$ cat config.mk
export PLATFORM = sky130hd
export DESIGN_NAME = step_clock_ctrl
export DESIGN_NICKNAME = d
export VERILOG_FILES = /design/src/rtl/step_clock_ctrl.sv
export SDC_FILE = /design/constraint.sdc
export NUM_CORES = 1
export LEC_CHECK = 0
export CORE_MARGIN = 5
export CORE_UTILIZATION = 34
export CTS_CLUSTER_DIAMETER = 80
export DETAILED_ROUTE_END_ITERATION = 10
export HOLD_SLACK_MARGIN = 0.03
export PLACE_DENSITY = 0.58
export SYNTH_ARGS = -nofsm -noshare
export SYNTH_HDL_FRONTEND = slang
export SYNTH_SLANG_ARGS = --single-unit
$ cat constraint.sdc
create_clock -name CLK -period 1.9 [get_ports CLK]
set_input_delay 0.19 -clock CLK [delete_from_list [all_inputs] [get_ports CLK]]
set_output_delay 0.19 -clock CLK [all_outputs]
set_load 0.02 [all_outputs]
$ cat src/rtl/step_clock_ctrl.sv
// Processor clock-enable generator: N_CH debounced buttons, step/run/halt FSM.
// Optional STEP_COUNT counter is built only when STEP_CNT_EN is defined.
module step_clock_ctrl #(
  parameter int N_CH      = 4,
  parameter int DB_CYCLES = 50000,
  parameter int RUN_DIV   = 5000000,
  parameter int CNT_W     = 16
) (
  input  logic             CLK,
  input  logic             Reset,
  input  logic [N_CH-1:0]  BUTTONS,
  input  logic             MODE,
  input  logic             HLT,
  output logic [N_CH-1:0]  DB_LEVEL,
  output logic [N_CH-1:0]  DB_PULSE,
  output logic             CPU_EN,
  output logic             RUNNING,
  output logic             HALTED,
  output logic [CNT_W-1:0] STEP_COUNT
);

  localparam int DB_W  = $clog2(DB_CYCLES + 1);
  localparam int DIV_W = $clog2(RUN_DIV);
  localparam logic [DB_W-1:0]  DB_LAST  = DB_W'(DB_CYCLES - 1);
  localparam logic [DIV_W-1:0] DIV_LAST = DIV_W'(RUN_DIV - 1);

  typedef enum logic [1:0] {
    ST_STOP,
    ST_RUN,
    ST_HALT
  } state_t;

  logic [N_CH-1:0] sync_p0;
  logic [N_CH-1:0] sync_p1;
  logic [DB_W-1:0] db_cnt [N_CH];

  state_t          state;
  state_t          state_nxt;
  logic [DIV_W-1:0] div;
  logic [DIV_W-1:0] div_nxt;
  logic            cpu_en_nxt;

  // Stage p0/p1: two-flop synchroniser, then per-channel stability counter
  always_ff @(posedge CLK) begin
    if (Reset) begin
      sync_p0  <= '0;
      sync_p1  <= '0;
      DB_LEVEL <= '0;
      DB_PULSE <= '0;
      for (int i = 0; i < N_CH; i++) begin
        db_cnt[i] <= '0;
      end
    end else begin
      sync_p0 <= BUTTONS;
      sync_p1 <= sync_p0;
      for (int i = 0; i < N_CH; i++) begin
        DB_PULSE[i] <= 1'b0;
        if (sync_p1[i] != DB_LEVEL[i]) begin
          if (db_cnt[i] == DB_LAST) begin
            DB_LEVEL[i] <= sync_p1[i];
            DB_PULSE[i] <= sync_p1[i];
            db_cnt[i]   <= '0;
          end else begin
            db_cnt[i] <= db_cnt[i] + DB_W'(1);
          end
        end else begin
          db_cnt[i] <= '0;
        end
      end
    end
  end

  // Stage fsm: HLT beats a MODE change, which beats a step pulse or divider tick
  always_comb begin
    state_nxt  = state;
    div_nxt    = '0;
    cpu_en_nxt = 1'b0;
    case (state)
      ST_STOP: begin
        if (HLT) begin
          state_nxt = ST_HALT;
        end else if (MODE) begin
          state_nxt = ST_RUN;
        end else if (DB_PULSE[0]) begin
          cpu_en_nxt = 1'b1;
        end
      end
      ST_RUN: begin
        if (HLT) begin
          state_nxt = ST_HALT;
        end else if (!MODE) begin
          state_nxt = ST_STOP;
        end else if (div == DIV_LAST) begin
          cpu_en_nxt = 1'b1;
        end else begin
          div_nxt = div + DIV_W'(1);
        end
      end
      ST_HALT: begin
        state_nxt = ST_HALT;
      end
      default: begin
        state_nxt = ST_STOP;
      end
    endcase
  end

  always_ff @(posedge CLK) begin
    if (Reset) begin
      state   <= ST_STOP;
      div     <= '0;
      CPU_EN  <= 1'b0;
      RUNNING <= 1'b0;
      HALTED  <= 1'b0;
    end else begin
      state   <= state_nxt;
      div     <= div_nxt;
      CPU_EN  <= cpu_en_nxt;
      RUNNING <= (state_nxt == ST_RUN);
      HALTED  <= (state_nxt == ST_HALT);
    end
  end

`ifdef STEP_CNT_EN
  // Stage count: advances together with the CPU_EN strobe it counts
  always_ff @(posedge CLK) begin
    if (Reset) begin
      STEP_COUNT <= '0;
    end else if (cpu_en_nxt) begin
      STEP_COUNT <= STEP_COUNT + CNT_W'(1);
    end
  end
`else
  assign STEP_COUNT = '0;
`endif

endmodule

==> metrics.yaml, run 1 <==
setup_path:
  critPathRequiredTime_ps: 2010
  worst_path_dominant_cell_family: "simple AND/OR/NAND/NOR gates"
  arrival_ps: 2030
  cp-end-kind: "flip-flop"
  crit_fanout: 5
  cpPeakStageDelay_ps: 580
  cp.buffers_inverters: 0
  path_class: "reg -> reg"
  cp_cell_sequence: "or4bb_1, or4_4, and3_1"
  slowest_stage: "or4_4"
  start_kind: "flip-flop"
final_layout:
  area_growth_pct: 25.81
  register_area_sq_mm: 0.002783
  num_antenna_cells: 0
  drive_gt1_share_pct: 15.62
  final.fill_count: 1530
  multiInputGateArea_sq_mm: 0.002793
  final_area_sq_mm: 0.006813
  nets: 674
routing:
  vias: 4083
  viasPerCell: 4.629
  drt-initial-drc-count: 235
  drc: 0
  wire_per_inst_microns: 12.55
  wl_mm: 11.07
  antenna_left: 0
  first_pass_iters: 4
timing:
  fmax_mhz: 519.3
  rsz0062_at_grt: "yes"
  setup_viol: 26
  hold_viol: 0
  tightest_slew_ps: 600.4
  min_period_ps: 1926
  fin_ws_ps: -25.78
  slew_violations: 0
  slew_headroom_pct: 59.83
  fin_skew_ps: 6.877
  timing.final.crit_share_pct: 101.4
min_path:
  hold_path_class: "in -> reg"
floorplanning:
  die_area_sq_mm: 0.01855
  pin_count: 35
  die_y_microns: 136.2
  fp.coreArea_sq_mm: 0.01577
  start_util_pct: 34.34
  num_rows: 46
  die_w_microns: 136.2
synth:
  synth.avg_cell_area_sq_um: 10.26
  yosysUniqueCellTypes: 51
  syn-cell-area_sq_mm: 0.005415
  synthCells: 528
  synth_top_cell_by_area: "edfxtp_1"
  yosysSeqAreaShare_pct: 51.39
  post-synth-top-count-cell: "nor2_1"
  ys_ff_latch: 107
  synth_area_leaders: "edfxtp_1 35%, dfxtp_1 16%, xnor2_1 6.0%, nor2_1 5.2%, xor2_1 4.0%"
  yosys-top-cells-count: "75 x nor2_1, 64 x edfxtp_1, 43 x dfxtp_1"
  synth_flop_cell: "edfxtp_1"
  synth_edf_count: 64
  yosys_warnings: 0
  async_reset_ff_share_pct: 0
  synth_top_area_share_pct: 35.49
power:
  p_per_area_mw_per_mm2: 695.5
  totalPowerFinal_mw: 4.738
  ir_drop_mv: 0.4440
  p_leak_nw: 2.371
place:
  placed_area_sq_mm: 0.006350
  gp_congestion: 0.7869
  dp_hpwl_mm: 8.119
  io_buffers: 18
outcome:
  status: "complete, but fails checks"
  violations: "negative setup slack"
cts:
  clk_latency_ps: 350
  numCtsBuffers: 9
  clock-root-buffer: "clkbuf_16"
  cts_buffer_depth: 2
  cts_tree: "built"
  clk_pin_slew_ps: 70
  clock_sinks: 107
  cts.htree.levels: 3
global_routing:
  grt_antenna_before_repair: 0
  gr-usage-all-layers_pct: 12.53
  grt_pass1_vias: 4068
  grt_pass1_wl_mm: 18.62
  grt_max_degree: 24
  grt_overflow: 0
run:
  cap_violations: 0
[worst reg2reg max path: cells and delay by family (launching register included)]
kind	cells	cell delay (ps)
flip-flops	1	380
AND/OR/NAND/NOR	3	1310
[cells in the final DEF, fill, tap and decap left out, types with 18 or more instances in the layout]
cell	instances
buf_4	53
clkdlybuf4s50_1	18
conb_1	80
dfxtp_1	43
edfxtp_1	64
nand2_1	25
nand3_1	32
nor2_1	68
xnor2_1	37
xor2_1	25
[power by group]
group | total [mW] | switching (mW) | internal (mW)
Clock | 1.88 | 0.834 | 1.05
Sequential | 2.59 | 0.0634 | 2.52
Combinational | 0.268 | 0.155 | 0.113
Total | 4.74 | 1.05 | 3.69
[kinds of logic after synthesis]
kind of cell	share of synthesized area, %
adder cells (fa/ha/maj)	1.155
flip-flops	51.39
multiplexers	0.7394
buffers and inverters	4.921
AO/OA/AOI/OAI	5.014
AND/OR/NAND/NOR	26.62
other	0.1387
XOR/XNOR	10.03
[registers in the layout, indices dropped and copies added, names as in the netlist, 4 cells and up]
| register | flops |
|---|---|
| db_cnt | 64 |
| DB_PULSE | 4 |
| DB_LEVEL | 4 |
| sync_p1 | 4 |
| div | 23 |
| sync_p0 | 4 |
[per-stage QoR]
stage / setup WS [ps] / util [%] / hold WS, ps / std cells / TNS [ps]
2_1_floorplan: -64.63 / - / 311.7 / 606 / -923.3
3_3_place_gp: -24.47 / 40.27 / 419.9 / 860 / -168.5
3_5_place_dp: -43.39 / 40.27 / 437.4 / 860 / -615.7
4_1_cts: -33.67 / 42.47 / 367.4 / 878 / -369.1
5_1_grt: -90.93 / 43.20 / 385.5 / 882 / -2124
6_report: -25.78 / 43.20 / 389.4 / 882 / -217.0
[layer usage]
metal | global-route usage (%) | share of wire (%) | routed length, microns
met3 | 3.294 | 3.1 | 345
met2 | 21.85 | 51 | 5610
met1 | 14.79 | 45 | 4977
met5 | 0 | 0 | 0
met4 | 4.647 | 1.2 | 132
[layout make-up]
type | instances | area share [%]
clock buffers | 13 | 4.151
well taps | 216 | 3.967
repair buffers | 73 | 8.944
flip-flops and latches | 107 | 40.84
clock inverters | 3 | 0.2755
inverters | 15 | 0.8264
multi-input cells | 455 | 40.99
[path summary, 6_finish.rpt]
| path | startpoint | endpoint | slack [ps] | cells past startpoint |
|---|---|---|---|---|
| setup / recovery | db_cnt[1][4]$_SDFFCE_PP0P_ | db_cnt[1][1]$_SDFFCE_PP0P_ | -30 | 3 |
| hold / removal | BUTTONS[1] | sync_p0[1]$_SDFF_PP0_ | 390 | 2 |
| setup reg to reg | db_cnt[1][4]$_SDFFCE_PP0P_ | db_cnt[1][1]$_SDFFCE_PP0P_ | -30 | 3 |
| hold reg to reg | sync_p0[0]$_SDFF_PP0_ | sync_p1[0]$_SDFF_PP0_ | 450 | 1 |
[timing repair]
action                                  CTS  global route
cloned                                    1             0
pin swaps                                 2             2
setup buffers                             1             4
hold buffers                              0             0
resized for setup                         4            20
endpoints found under the setup margin   40            61
Note: power is estimated with default switching activity, not from simulation.
==> run 2: changes to the inputs <==
--- a/config.mk
+++ b/config.mk
@@ -11,6 +11,7 @@
 export DETAILED_ROUTE_END_ITERATION = 10
 export HOLD_SLACK_MARGIN = 0.03
 export PLACE_DENSITY = 0.58
+export SKIP_LAST_GASP = 1
 export SYNTH_ARGS = -nofsm -noshare
 export SYNTH_HDL_FRONTEND = slang
 export SYNTH_SLANG_ARGS = --single-unit
==> run 2 against run 1 <==
The run still ends with negative setup slack left. Sequential cell count is the same. Register-to-register slack is essentially flat. Die area is the same. Routed wire length is essentially flat. Critical path depth is the same. Design area is essentially flat. Clock power is essentially flat. Via count is essentially flat. Sequential share of layout area is essentially flat. Global-route usage is the same. Cell count is the same. Largest cell class unchanged. Largest power group unchanged. Highest routed layer unchanged.
==> metrics.yaml, run 2 (same netlist as run 1, synthesis figures left out) <==
floorplanning:
  fp.coreArea_sq_mm: 0.01577  # unchanged
  pin_count: 35  # unchanged
  die_w_microns: 136.2  # unchanged
  start_util_pct: 34.34  # unchanged
  die_y_microns: 136.2  # unchanged
  num_rows: 46  # unchanged
  die_area_sq_mm: 0.01855  # unchanged
setup_path:
  critPathRequiredTime_ps: 2010  # about the same
  reg2regPathDepth: 3  # unchanged
  path_class: "reg -> reg"  # unchanged
  reg2reg_from: "db_cnt[1][4]$_SDFFCE_PP0P_"  # unchanged
  rrSetupSlack_ps: -20  # was -30 ps
  cp-end-kind: "flip-flop"  # unchanged
  start_kind: "flip-flop"  # unchanged
  r2r-end: "db_cnt[1][1]$_SDFFCE_PP0P_"  # unchanged
  arrival_ps: 2030  # about the same
  crit_fanout: 5  # unchanged
routing:
  viasPerCell: 4.626  # was 4.629
  first_pass_iters: 4  # unchanged
  drc: 0  # unchanged
  vias: 4080  # was 4,083
  antenna_left: 0  # unchanged
  wl_mm: 11.07  # about the same
  wire_per_inst_microns: 12.55  # about the same
  drt-initial-drc-count: 237  # was 235
power:
  p_per_area_mw_per_mm2: 695.9  # was 695.5 mW/mm^2
  ir_drop_mv: 0.4433  # was 0.4440 mV
  p_leak_nw: 2.371  # about the same
outcome:
  status: "complete, but fails checks"  # unchanged
  violations: "negative setup slack"  # unchanged
place:
  place_ws_ps: -43.39  # unchanged
  gp_congestion: 0.7869  # unchanged
  io_buffers: 18  # unchanged
  dp_hpwl_mm: 8.119  # unchanged
timing:
  setup_viol: 26  # unchanged
  min_period_ps: 1923  # was 1926 ps
  fmax_mhz: 520.0  # was 519.3 MHz
  tightest_slew_ps: 601.7  # was 600.4 ps
  fin_skew_ps: 7.249  # was 6.877 ps
  rsz0062_at_grt: "yes"  # unchanged
  slew_headroom_pct: 59.74  # was 59.83%
  hold_viol: 0  # unchanged
  timing.final.crit_share_pct: 101.2  # was 101.4%
  timing.setup.tns_ps: -193.4  # was -217.0 ps
  fin_ws_ps: -23.15  # was -25.78 ps
  slew_violations: 0  # unchanged
min_path:
  hold_end: "sync_p0[1]$_SDFF_PP0_"  # unchanged
  min_path_cells: 2  # unchanged
  hold_path_class: "in -> reg"  # unchanged
  min_from: "BUTTONS[1]"  # unchanged
cts:
  numCtsBuffers: 9  # unchanged
  clk_latency_ps: 350  # about the same
  clock-root-buffer: "clkbuf_16"  # unchanged
  clock_sinks: 107  # unchanged
  clk_pin_slew_ps: 70  # about the same
  cts_buffer_depth: 2  # unchanged
  cts.htree.levels: 3  # unchanged
  cts_tree: "built"  # unchanged
final_layout:
  final_common_cell: "conb_1"  # unchanged
  largest_register_ffs: 64  # unchanged
  num_antenna_cells: 0  # unchanged
  layout_common_cells: "80 x conb_1, 69 x nor2_1, 64 x edfxtp_1"  # was 80 x conb_1, 68 x nor2_1, 64 x edfxtp_1
  drive_gt1_share_pct: 15.47  # was 15.62%
  regMostFlops: "db_cnt"  # unchanged
  top_regs: "db_cnt x64, div x23"  # unchanged
  nets: 674  # unchanged
  area_growth_pct: 25.76  # was 25.81%
global_routing:
  grt_pass1_wl_mm: 18.62  # unchanged
  grt_max_degree: 24  # unchanged
  grt_antenna_before_repair: 0  # unchanged
  gr-usage-all-layers_pct: 12.53  # unchanged
  grt_overflow: 0  # unchanged
  grt_pass1_vias: 4068  # unchanged
run:
  cap_violations: 0  # unchanged
-- run 2: how the worst max path moves through the flow --
stage	end	depth (start not counted)	slack (ps)	startpoint
2_1_floorplan	db_cnt[3][6]$_SDFFCE_PP0P_	5	-60	db_cnt[3][7]$_SDFFCE_PP0P_
3_3_place_gp	DB_LEVEL[3]$_SDFFE_PP0N_	5	-20	db_cnt[3][10]$_SDFFCE_PP0P_
3_5_place_dp	db_cnt[3][15]$_SDFFCE_PP0P_	4	-40	db_cnt[3][11]$_SDFFCE_PP0P_
4_1_cts	db_cnt[1][1]$_SDFFCE_PP0P_	3	-30	db_cnt[1][4]$_SDFFCE_PP0P_
5_1_grt	db_cnt[1][1]$_SDFFCE_PP0P_	3	-90	db_cnt[1][4]$_SDFFCE_PP0P_
6_report	db_cnt[1][1]$_SDFFCE_PP0P_	3	-20	db_cnt[1][4]$_SDFFCE_PP0P_
-- run 2: metal layers --
layer	track usage, %	vias up	part of all wire [%]
met5	0	-	0
met4	4.647	0	1.2
met3	3.294	12	3.2
met2	21.85	44	51
met1	14.79	1936	45
li1	-	2088	-
-- run 2: final cells by class --
type	instances	area, sq um
clock buffer	13	282.8
multi-input combinational	455	2790
clock inverter	3	18.77
tap	216	270.3
sequential	107	2783
inverter	15	56.30
fill	1531	8960
timing repair buffer	73	609.3
-- run 2: through the flow --
stage | cell area [sq um] | cells | utilization, % | power (mW) | hold WS (ps)
floorplan | 5728 | 606 | - | 2.812 | 311.7
global placement | 6350 | 860 | 40.27 | 2.880 | 419.9
detailed placement | 6350 | 860 | 40.27 | 2.887 | 437.4
CTS | 6698 | 878 | 42.47 | 4.798 | 367.4
global route | 6810 | 882 | 43.18 | 4.943 | 385.5
finish | 6810 | 882 | 43.18 | 4.739 | 389.8
-- run 2: power breakdown --
part	total, mW	switching [mW]	internal, mW
Clock	1.88	0.834	1.05
Sequential	2.59	0.0635	2.52
Combinational	0.268	0.155	0.113
Total	4.74	1.05	3.69
-- run 2: what timing repair did --
| item | 4_1_cts | 5_1_grt |
|---|---|---|
| buffers inserted | 1 | 4 |
| endpoints found under the setup margin | 40 | 61 |
| resized for setup | 4 | 19 |
| cloned | 1 | 0 |
| hold buffers | 0 | 0 |
| pin swaps | 2 | 2 |
-- run 2: critical path, cell delays in order, from the launching register on --
cell,delay (ps)
edfxtp_1,380
or4bb_1,510
or4_4,580
and3_1,220
